`src/rtl/chef_interact_ctrl.sv`:
```
// chef_interact_ctrl
// Upstream controller for the sprite tracker. It turns the chef's position,
// facing direction and interact key into tracker read/write cycles. It also
// holds the item the chef carries and the pot state (onion count, cook timer,
// soup-ready flag). The tracker tile port is taken over only while an
// interaction is in flight. At all other times the renderer's tile index
// passes straight through.
//
// Optional feature: define POT_BURN_EN to let finished soup burn after
// BURN_CYCLES clocks of sitting in the pot. Without the macro, soup stays
// ready indefinitely and no burn counter exists.
//
// Ports
//   clk            in   1  system clock
//   Reset          in   1  asynchronous, active-high reset
//   interactKey    in   1  level, synchronous to clk; acts on its rising edge
//   chefCol        in   4  chef column 0..GRID_COLS-1
//   chefRow        in   4  chef row 0..GRID_ROWS-1
//   facing         in   2  0 up, 1 down, 2 left, 3 right
//   renderTile     in   7  renderer tile index, forwarded while idle
//   spriteIndex    in   3  tracker read data, one clk after tileIndex
//   tileIndex      out  7  tile address to tracker
//   writeEnable    out  1  tracker write strobe
//   spriteIndexIn  out  3  tracker write data
//   respawnPlate   out  1  one-cycle pulse on a served order
//   correctOrder   out  1  one-cycle pulse on a served order
//   heldSprite     out  3  carried item (sprite code)
//   potOnions      out  2  onions in the pot 0..3
//   soupReady      out  1  pot holds finished soup
//   busy           out  1  an interaction is in flight
module chef_interact_ctrl #(
  parameter int GRID_COLS   = 12,
  parameter int GRID_ROWS   = 10,
  parameter int COOK_CYCLES = 150000000,
  parameter int BURN_CYCLES = 250000000
) (
  input  logic       clk,
  input  logic       Reset,
  input  logic       interactKey,
  input  logic [3:0] chefCol,
  input  logic [3:0] chefRow,
  input  logic [1:0] facing,
  input  logic [6:0] renderTile,
  input  logic [2:0] spriteIndex,
  output logic [6:0] tileIndex,
  output logic       writeEnable,
  output logic [2:0] spriteIndexIn,
  output logic       respawnPlate,
  output logic       correctOrder,
  output logic [2:0] heldSprite,
  output logic [1:0] potOnions,
  output logic       soupReady,
  output logic       busy
);

  typedef enum logic [1:0] {
    IDLE = 2'd0,
    REQ  = 2'd1,
    EVAL = 2'd2,
    WR   = 2'd3
  } state_t;

  // Sprite codes understood by the tracker
  localparam logic [2:0] SPR_NONE  = 3'd0;
  localparam logic [2:0] SPR_POT   = 3'd1;
  localparam logic [2:0] SPR_PLATE = 3'd2;
  localparam logic [2:0] SPR_SOUP  = 3'd6;
  localparam logic [2:0] SPR_ORDER = 3'd7;

  // Both timers share one width so either can be sized from the larger limit.
  localparam int CNT_MAX = (COOK_CYCLES > BURN_CYCLES) ? COOK_CYCLES : BURN_CYCLES;
  localparam int CNT_W   = $clog2(CNT_MAX + 1);
  localparam logic [CNT_W-1:0] CNT_ZERO  = CNT_W'(0);
  localparam logic [CNT_W-1:0] CNT_ONE   = CNT_W'(1);
  localparam logic [CNT_W-1:0] COOK_LAST = CNT_W'(COOK_CYCLES - 1);
`ifdef POT_BURN_EN
  localparam logic [CNT_W-1:0] BURN_LAST = CNT_W'(BURN_CYCLES - 1);
`endif

  localparam logic [3:0] COL_LAST = 4'(GRID_COLS - 1);
  localparam logic [3:0] ROW_LAST = 4'(GRID_ROWS - 1);
  localparam logic [6:0] COLS_7   = 7'(GRID_COLS);

  state_t           state_q, state_d;
  logic             key_q, key_d;
  logic [6:0]       tgt_q, tgt_d;
  logic [2:0]       held_q, held_d;
  logic [1:0]       pot_q, pot_d;
  logic             ready_q, ready_d;
  logic [CNT_W-1:0] cook_cnt_q, cook_cnt_d;
`ifdef POT_BURN_EN
  logic [CNT_W-1:0] burn_cnt_q, burn_cnt_d;
`endif
  logic             we_q, we_d;
  logic [2:0]       wdata_q, wdata_d;
  logic             order_q, order_d;

  logic [3:0]       tgt_col_s;
  logic [3:0]       tgt_row_s;
  logic             tgt_ok_s;
  logic [6:0]       tgt_tile_s;
  logic             start_s;
  logic             held_onion_s;

  // Target tile from chef position plus facing offset; flags off-grid targets.
  always_comb begin
    tgt_col_s = chefCol;
    tgt_row_s = chefRow;
    tgt_ok_s  = (chefCol <= COL_LAST) && (chefRow <= ROW_LAST);
    case (facing)
      2'd0: begin
        if (chefRow == 4'd0) tgt_ok_s  = 1'b0;
        else                 tgt_row_s = chefRow - 4'd1;
      end
      2'd1: begin
        if (chefRow >= ROW_LAST) tgt_ok_s  = 1'b0;
        else                     tgt_row_s = chefRow + 4'd1;
      end
      2'd2: begin
        if (chefCol == 4'd0) tgt_ok_s  = 1'b0;
        else                 tgt_col_s = chefCol - 4'd1;
      end
      2'd3: begin
        if (chefCol >= COL_LAST) tgt_ok_s  = 1'b0;
        else                     tgt_col_s = chefCol + 4'd1;
      end
      default: tgt_ok_s = 1'b0;
    endcase
    tgt_tile_s = (7'(tgt_row_s) * COLS_7) + 7'(tgt_col_s);
  end

  // Only a fresh key press in IDLE with an on-grid target starts an interaction.
  assign start_s      = (state_q == IDLE) && interactKey && !key_q && tgt_ok_s;
  assign held_onion_s = (held_q >= 3'd3) && (held_q <= 3'd5);

  // Next-state logic: cook/burn timers, then the interaction FSM and its rules.
  always_comb begin
    state_d    = state_q;
    key_d      = interactKey;
    tgt_d      = tgt_q;
    held_d     = held_q;
    pot_d      = pot_q;
    ready_d    = ready_q;
    cook_cnt_d = CNT_ZERO;
`ifdef POT_BURN_EN
    burn_cnt_d = CNT_ZERO;
`endif
    we_d       = 1'b0;
    wdata_d    = SPR_NONE;
    order_d    = 1'b0;

    // Cook timer runs on its own whenever a full pot is not yet finished.
    if ((pot_q == 2'd3) && !ready_q) begin
      if (cook_cnt_q == COOK_LAST) begin
        ready_d    = 1'b1;
        cook_cnt_d = CNT_ZERO;
      end else begin
        cook_cnt_d = cook_cnt_q + CNT_ONE;
      end
    end else begin
      cook_cnt_d = CNT_ZERO;
    end

`ifdef POT_BURN_EN
    // Finished soup left too long burns away and empties the pot.
    if (ready_q) begin
      if (burn_cnt_q == BURN_LAST) begin
        ready_d    = 1'b0;
        pot_d      = 2'd0;
        burn_cnt_d = CNT_ZERO;
      end else begin
        burn_cnt_d = burn_cnt_q + CNT_ONE;
      end
    end else begin
      burn_cnt_d = CNT_ZERO;
    end
`endif

    case (state_q)
      IDLE: begin
        if (start_s) begin
          state_d = REQ;
          tgt_d   = tgt_tile_s;
        end else begin
          state_d = IDLE;
        end
      end
      REQ: begin
        state_d = EVAL;
      end
      EVAL: begin
        state_d = WR;
        // Rules are evaluated in priority order against the tile just read.
        // ready_q is the value registered before this edge, so a cook that
        // completes on this very edge is only visible to the next interaction.
        if ((held_q == SPR_NONE) && (spriteIndex >= 3'd2) && (spriteIndex <= 3'd5)) begin
          held_d  = spriteIndex;
          we_d    = 1'b1;
          wdata_d = SPR_NONE;
        end else if (held_onion_s && (spriteIndex == SPR_POT) && (pot_q != 2'd3) && !ready_q) begin
          pot_d  = pot_q + 2'd1;
          held_d = SPR_NONE;
        end else if ((held_q == SPR_PLATE) && (spriteIndex == SPR_POT) && ready_q) begin
          // Overrides a burn landing on the same edge: the plate gets the soup.
          held_d  = SPR_SOUP;
          pot_d   = 2'd0;
          ready_d = 1'b0;
`ifdef POT_BURN_EN
          burn_cnt_d = CNT_ZERO;
`endif
        end else if ((held_q == SPR_SOUP) && (spriteIndex == SPR_ORDER)) begin
          held_d  = SPR_NONE;
          order_d = 1'b1;
        end else if ((held_q != SPR_NONE) && (spriteIndex == SPR_NONE)) begin
          we_d    = 1'b1;
          wdata_d = held_q;
          held_d  = SPR_NONE;
        end else begin
          held_d = held_q;
        end
      end
      WR: begin
        state_d = IDLE;
      end
      default: begin
        state_d = IDLE;
      end
    endcase
  end

  // State and datapath registers; Reset abandons any in-flight interaction.
  always_ff @(posedge clk or posedge Reset) begin
    if (Reset) begin
      state_q    <= IDLE;
      key_q      <= 1'b0;
      tgt_q      <= 7'd0;
      held_q     <= SPR_NONE;
      pot_q      <= 2'd0;
      ready_q    <= 1'b0;
      cook_cnt_q <= CNT_ZERO;
`ifdef POT_BURN_EN
      burn_cnt_q <= CNT_ZERO;
`endif
      we_q       <= 1'b0;
      wdata_q    <= SPR_NONE;
      order_q    <= 1'b0;
    end else begin
      state_q    <= state_d;
      key_q      <= key_d;
      tgt_q      <= tgt_d;
      held_q     <= held_d;
      pot_q      <= pot_d;
      ready_q    <= ready_d;
      cook_cnt_q <= cook_cnt_d;
`ifdef POT_BURN_EN
      burn_cnt_q <= burn_cnt_d;
`endif
      we_q       <= we_d;
      wdata_q    <= wdata_d;
      order_q    <= order_d;
    end
  end

  // Tracker address mux: the renderer owns the port whenever we are idle.
  always_comb begin
    if (state_q == IDLE) tileIndex = renderTile;
    else                 tileIndex = tgt_q;
  end

  assign busy          = (state_q != IDLE);
  assign writeEnable   = we_q;
  assign spriteIndexIn = wdata_q;
  assign respawnPlate  = order_q;
  assign correctOrder  = order_q;
  assign heldSprite    = held_q;
  assign potOnions     = pot_q;
  assign soupReady     = ready_q;

endmodule

```
`config.mk`:
```
export PLATFORM = sky130hd
export DESIGN_NAME = chef_interact_ctrl
export DESIGN_NICKNAME = d
export VERILOG_FILES = /design/src/rtl/chef_interact_ctrl.sv
export SDC_FILE = /design/constraint.sdc
export NUM_CORES = 1
export LEC_CHECK = 0
export ABC_AREA = 0
export ABC_CLOCK_PERIOD_IN_PS = 2800
export BUFFER_PORTS_ARGS = -buffer_cell sky130_fd_sc_hd__buf_2
export CAP_MARGIN = 5
export CORE_MARGIN = 1.5
export CORE_UTILIZATION = 40
export CTS_BUF_LIST = sky130_fd_sc_hd__clkbuf_2
export DETAILED_ROUTE_END_ITERATION = 10
export GPL_TIMING_DRIVEN = 0
export PLACE_DENSITY = 0.64
export SLEW_MARGIN = 20
export SYNTH_ARGS = -nofsm -noshare
export SYNTH_HDL_FRONTEND = slang
export SYNTH_SLANG_ARGS = --single-unit
```
`constraint.sdc`:
```
create_clock -name clk -period 2.8 [get_ports clk]
set_clock_uncertainty 0.15 [all_clocks]
set_input_delay 0.14 -clock clk [delete_from_list [all_inputs] [get_ports clk]]
set_output_delay 0.14 -clock clk [all_outputs]
set_load 0.05 [all_outputs]
```
After elaboration in Yosys (flattened, before gate mapping)
Index checks and enable logic that the tools add are counted.
{ "classes": {"add_sub_neg": 7, "n_mul": 1, "n_lt_le_gt_ge": 8, "eq_ne": 13, "mux": 46, "bitwise_logic": 1, "n_reduce_logical": 30} }
{ "ops": {"columns": ["operator", "count"], "rows": [
  ["$mux 28", 2],
  ["$mux 3", 11],
  ["$add 28x1->28 const B", 1],
  ["$eq 28x28->1 const B", 1],
  ["$mux 1", 22],
  ["$mux 4", 4],
  ["$pmux 4 s2", 2],
  ["$logic_and 1x1->1", 15],
  ["$eq 2x2->1 const B", 5],
  ["$add 4x1->4 const B", 2],
  ["$ge 4x4->1 const B", 2],
  ["$le 4x4->1 const B", 2],
  ["$logic_not 4->1", 2],
  ["$pmux 2 s4", 1],
  ["$sub 4x1->4 const B", 2],
  ["$add 7x4->7", 1],
  ["$mux 7", 1],
  ["$eq 3x3->1 const B", 2],
  ["$ge 3x2->1 const B", 2],
  ["$le 3x3->1 const B", 2],
  ["$logic_not 3->1", 2],
  ["$mul 4x2->5 const B", 1],
  ["$reduce_bool 5->1", 1],
  ["$eq 2x1->1 const B", 2],
  ["other kinds (13)", 18]
]} }
{ "totals": {"ff_bits": 49, "in_bits": 23, "out_inout_bits": 20, "wordCells": 116} }

Longest topological paths before layout
{ "logic_depth": {"ltp_word": 8, "mapped_depth": 15} }

Worst setup path before layout
OpenSTA, ideal clock, no wires.
{ "synth_path": {"path_kind": "input-to-reg", "from": "input chefRow[0]", "to": "register tgt_q[6]", "arrival_ns": 3.045, "slack_ns": -0.487, "cell_stages": 14, "cell_sequence": "inv_1 > ha_1 > or3b_4 > nand2_1 > a21oi_1 > a211oi_1 > o22ai_1 > ha_1 > inv_1 > fa_1 > nand2b_1 > a2111oi_1 > nor3_1 > o31ai_2"} }
{ "synth_between": {"elab_chain_cells": 6, "word_cells_on_any_way": 18} }
{ "synth_lines": {"columns": ["item", "line_no", "rtl"], "rows": [
  ["from (decl)", "41", "input logic [3:0] chefRow,"],
  ["branches (longest 6 deep; another with $add 7x4->7)", null, null],
  ["to (signal assigned)", "250", "tgt_q <= tgt_d;"],
  ["to (decl)", "86", "logic [6:0] tgt_q, tgt_d;"]
]} }
Parallel ways; which one is timed is not known.
A chain may end at the register's enable or synchronous reset.

Final worst setup path
{ "layout_path": {"from": "input chefRow[1]", "to": "register tgt_q[6]"} }
The elaborated chain is that of the path after synthesis.

==> flow_summary.toml <==
[sta]
final-hold-violation-count = 0
rsz0062_at_grt = "true"
fin_hold_ws_ps = 26.9
clock.fmax_mhz = 364
final_critical_path_required_period_ps = 2750
final-setup-viol-count = 0
finalMaxSlewViolations = 0
fin_crit_sh = 0.982
layout_setup_ws_ps = 51.7
tightest_slew_ps = 624
maxSlewHeadroom = 0.582

[worst_setup_path]
timing.critical_path.fanout_max = 5
path_common_cell = "ha_4"
crit_path_cell_trace = "buf_12 -> inv_16 -> ha_4 -> or3b_4 -> nand2_4 -> a21oi_2 -> a211oi_2 -> o22ai_2 -> ha_4 -> inv_2 -> fa_2 -> nand2b_4 -> a2111oi_4 -> o21a_1 -> o31ai_2"
critical_path_buf_inv_count = 3
crit_type = "in -> reg"
critical-path-top-delay-family = "compound AO/OA/AOI/OAI gates"
worst_ep_required_time_ps = 3020
critical_path.slowest_cell = "a2111oi_4"
worst_setup_path_start_kind = "primary input"
critPathArrivalTime_ps = 2970
timing.critical_path.to_type = "flop"
max_stage_delay_ps = 430

[synthesis]
synthMuxAreaShare = 0.0433
syn-instance-count = 347
synth_fp_nets = 387
synth-xor-area-share = 0.0903
yosysSeqAreaShare = 0.372
yosys_register_bits = 49
synth_simple_gate_area_frac = 0.243
synth_cell_types = 69
synthAdderAreaFrac = 0.0691
netlist_area_um2 = 3300
yosysWarnings = 0
dominant_combinational_cell_family_by_area_after_synthesis = "simple AND/OR/NAND/NOR gates"
yosys_most_used_dff = "dfrtp_1"
avgSynthCellArea_um2 = 9.50
synth-compound-area-share = 0.132
synth_async_sr_flop_share = 1.00
synth-edff-count = 0

[floorplan]
width_of_the_chip_um = 93.8
initial_core_util = 0.420
floorplan.die.height_um = 93.8
num_rows = 32
core_area_um2 = 7850
die_area_um2 = 8800
top_level_i_o_count = 43

[final_layout]
area_of_the_multi_input_gates_um2 = 2030
mostFrequentLayoutCells = "49 x dfrtp_1, 46 x buf_2, 46 x nor2_1"
seq_area_um2 = 1230
finalCoreUtilization = 0.509
layout_cells_sized_above_1 = 0.301
area_growth_pct = 21.2
antenna_cell_count = 0
leading_cell_type_in_the_layout_fill_and_taps_excluded = "dfrtp_1"
nets = 448
nFillCells = 766

[placement]
post-place-ws_ps = -619
gp_congestion = 0.817
hpwl_mm = 5.00
buffer_ports.inserted = 39

[route]
initialDrtViolationCount = 95
via_density_per_instance = 5.33
routed_wirelength_mm = 6.88
drt-wirelength-per-cell_um = 13.5
via_count = 2724
post-route-drc-count = 0
detailedRoute.firstPassIterationCount = 4
route.antenna.remaining_nets = 0

[pwr]
sequential_share_of_power = 0.355
vdd_drop_max_uv = 536
power.leakage_nw = 1.74
clock_power_share = 0.132
power.density_cell_area_nw_per_um2 = 611
pwr-share-comb = 0.513
p_sw_mw = 1.12
p_int_mw = 1.32
power.share.switching = 0.459

[global_route]
grt_pass1_wl_mm = 11.8
antenna_found_initial = 0
first_global_vias = 2539
globalRouteTotalUtil = 0.167
grt_overflow = 0
maximum_number_of_pins_on_one_net_before_global_route_repair = 32

[clock_network]
clock_slew_seen_by_the_registers_of_the_worst_setup_and_hold_paths_ps = 280
clock_latency_on_the_worst_skew_pair_ps = 450
cts_buffer_depth = 2
cts.htree.levels = 2
cts-buffers-inserted = 5
clkSinkCount = 49
cts_root_buffer = "clkbuf_2"
tritoncts_clock_tree = "yes"

[min_path]
hold_wc_path_type = "in -> async"

[run_status]
outcome = "finished clean"

[job]
max_cap_viol_count = 0
-- layer usage --
layer,wire length [um],up-vias,track usage
met5,0,-,0
met4,55,0,0.0361
met3,285,7,0.0356
met2,3260,58,0.261
met1,3280,1320,0.237
li1,-,1339,-
-- power by group through the flow --
stage / registers, mW / logic [mW] / clock network [mW]
6_report: 0.867 / 1.25 / 0.321
5_1_grt: 0.882 / 1.36 / 0.367
4_1_cts: 0.870 / 1.24 / 0.334
3_5_place_dp: 0.882 / 1.21 / 0
3_3_place_gp: 0.881 / 1.19 / 0
2_1_floorplan: 0.974 / 0.865 / 0
-- stage by stage --
| step | total power, mW | cell area, um^2 | setup TNS [ps] | instances |
|---|---|---|---|---|
| after CTS | 2.44 | 3890 | 0 | 505 |
| after global placement | 2.07 | 3720 | -782 | 488 |
| after global routing | 2.61 | 4000 | -53.0 | 511 |
| final | 2.44 | 4000 | 0 | 511 |
| after detailed placement | 2.09 | 3740 | -911 | 489 |
| after floorplan | 1.84 | 3400 | -176 | 347 |
-- cells in the mapped netlist (all sizes together) (2+ instances only) --
cell type,instances,area share
nand2b,5,0.0095
o21ai,14,0.026
and3,7,0.013
buf,13,0.024
a21o,2,0.0049
or2,2,0.0038
nor2b,2,0.0038
nand3,17,0.026
fa,2,0.012
nand4,12,0.027
and4,4,0.011
nor3,5,0.0091
a31oi,2,0.0038
a2111oi,2,0.011
xnor2,11,0.029
nand4b,3,0.0080
nor2,48,0.055
o21bai,2,0.0046
a211oi,5,0.014
nor4bb,3,0.0091
inv,21,0.024
o22ai,2,0.0038
a21oi,8,0.017
clkbuf,2,0.0034
xor2,23,0.061
nor4,6,0.016
o31ai,2,0.0061
nand2,23,0.026
ha,15,0.057
o21a,3,0.0068
a21boi,2,0.0046
and2,4,0.0076
dfrtp,49,0.37
nor3b,2,0.0061
mux2,10,0.036
-- worst reg2reg max path: stages, from the launching register on --
cell and delay [ps]:
dfrtp_1 440, buf_2 170, or3_1 390, nor2_1 220, a211oi_2 80, a31oi_1 180
o31ai_1 100, dlygate4sd3_1 570
-- what timing repair did --
item | CTS | global route
resized for setup | 5 | 17
hold buffers | 8 | 0
buffers inserted | 0 | 6
endpoints found under the setup margin | 1 | 1
pin swaps | 2 | 9
endpoints found under the hold margin | 61 | 0
-- cell type report --
cell class | count | share of cell area
well taps | 102 | 0.0319
repair buffers | 54 | 0.0914
clock buffers | 5 | 0.00626
plain buffers | 15 | 0.0229
flip-flops and latches | 49 | 0.307
multi-input cells | 262 | 0.509
clock inverters | 3 | 0.00658
inverters | 21 | 0.0251
-- flip-flops by register name, summed over array words and instances (netlist names) --
| register | flops |
|---|---|
| writeEnable | 1 |
| cook_cnt_q | 28 |
| spriteIndexIn | 3 |
| state_q | 2 |
| heldSprite | 3 |
| potOnions | 2 |
| soupReady | 1 |
| tgt_q | 7 |
| key_q | 1 |
| correctOrder | 1 |
-- kinds of logic (layout without fill, tap and decap cells) --
logic type / Yosys count / after routing
and+or+nand+nor: 148 / 148
AOI/OAI and AO/OA: 52 / 52
DFF: 49 / 49
buffers and inverters: 36 / 98
xor gates and xnor gates: 34 / 34
adders and majority gates: 17 / 17
muxes: 11 / 11
-- worst paths after layout --
| check | slack, ps | to | depth (start not counted) | from |
|---|---|---|---|---|
| worst min-delay path | 30 | tgt_q[6] | 3 | Reset |
| worst max register to register | 440 | heldSprite[1] | 7 | heldSprite[0] |
| worst min register to register | 360 | cook_cnt_q[0] | 1 | cook_cnt_q[0] |
| min in group clk | 30 | tgt_q[1] | 4 | chefCol[1] |
| worst max-delay path | 50 | tgt_q[6] | 15 | chefRow[1] |
| max in group asynchronous | 1970 | cook_cnt_q[26] | 4 | Reset |
(Power assumes the default switching activity.)
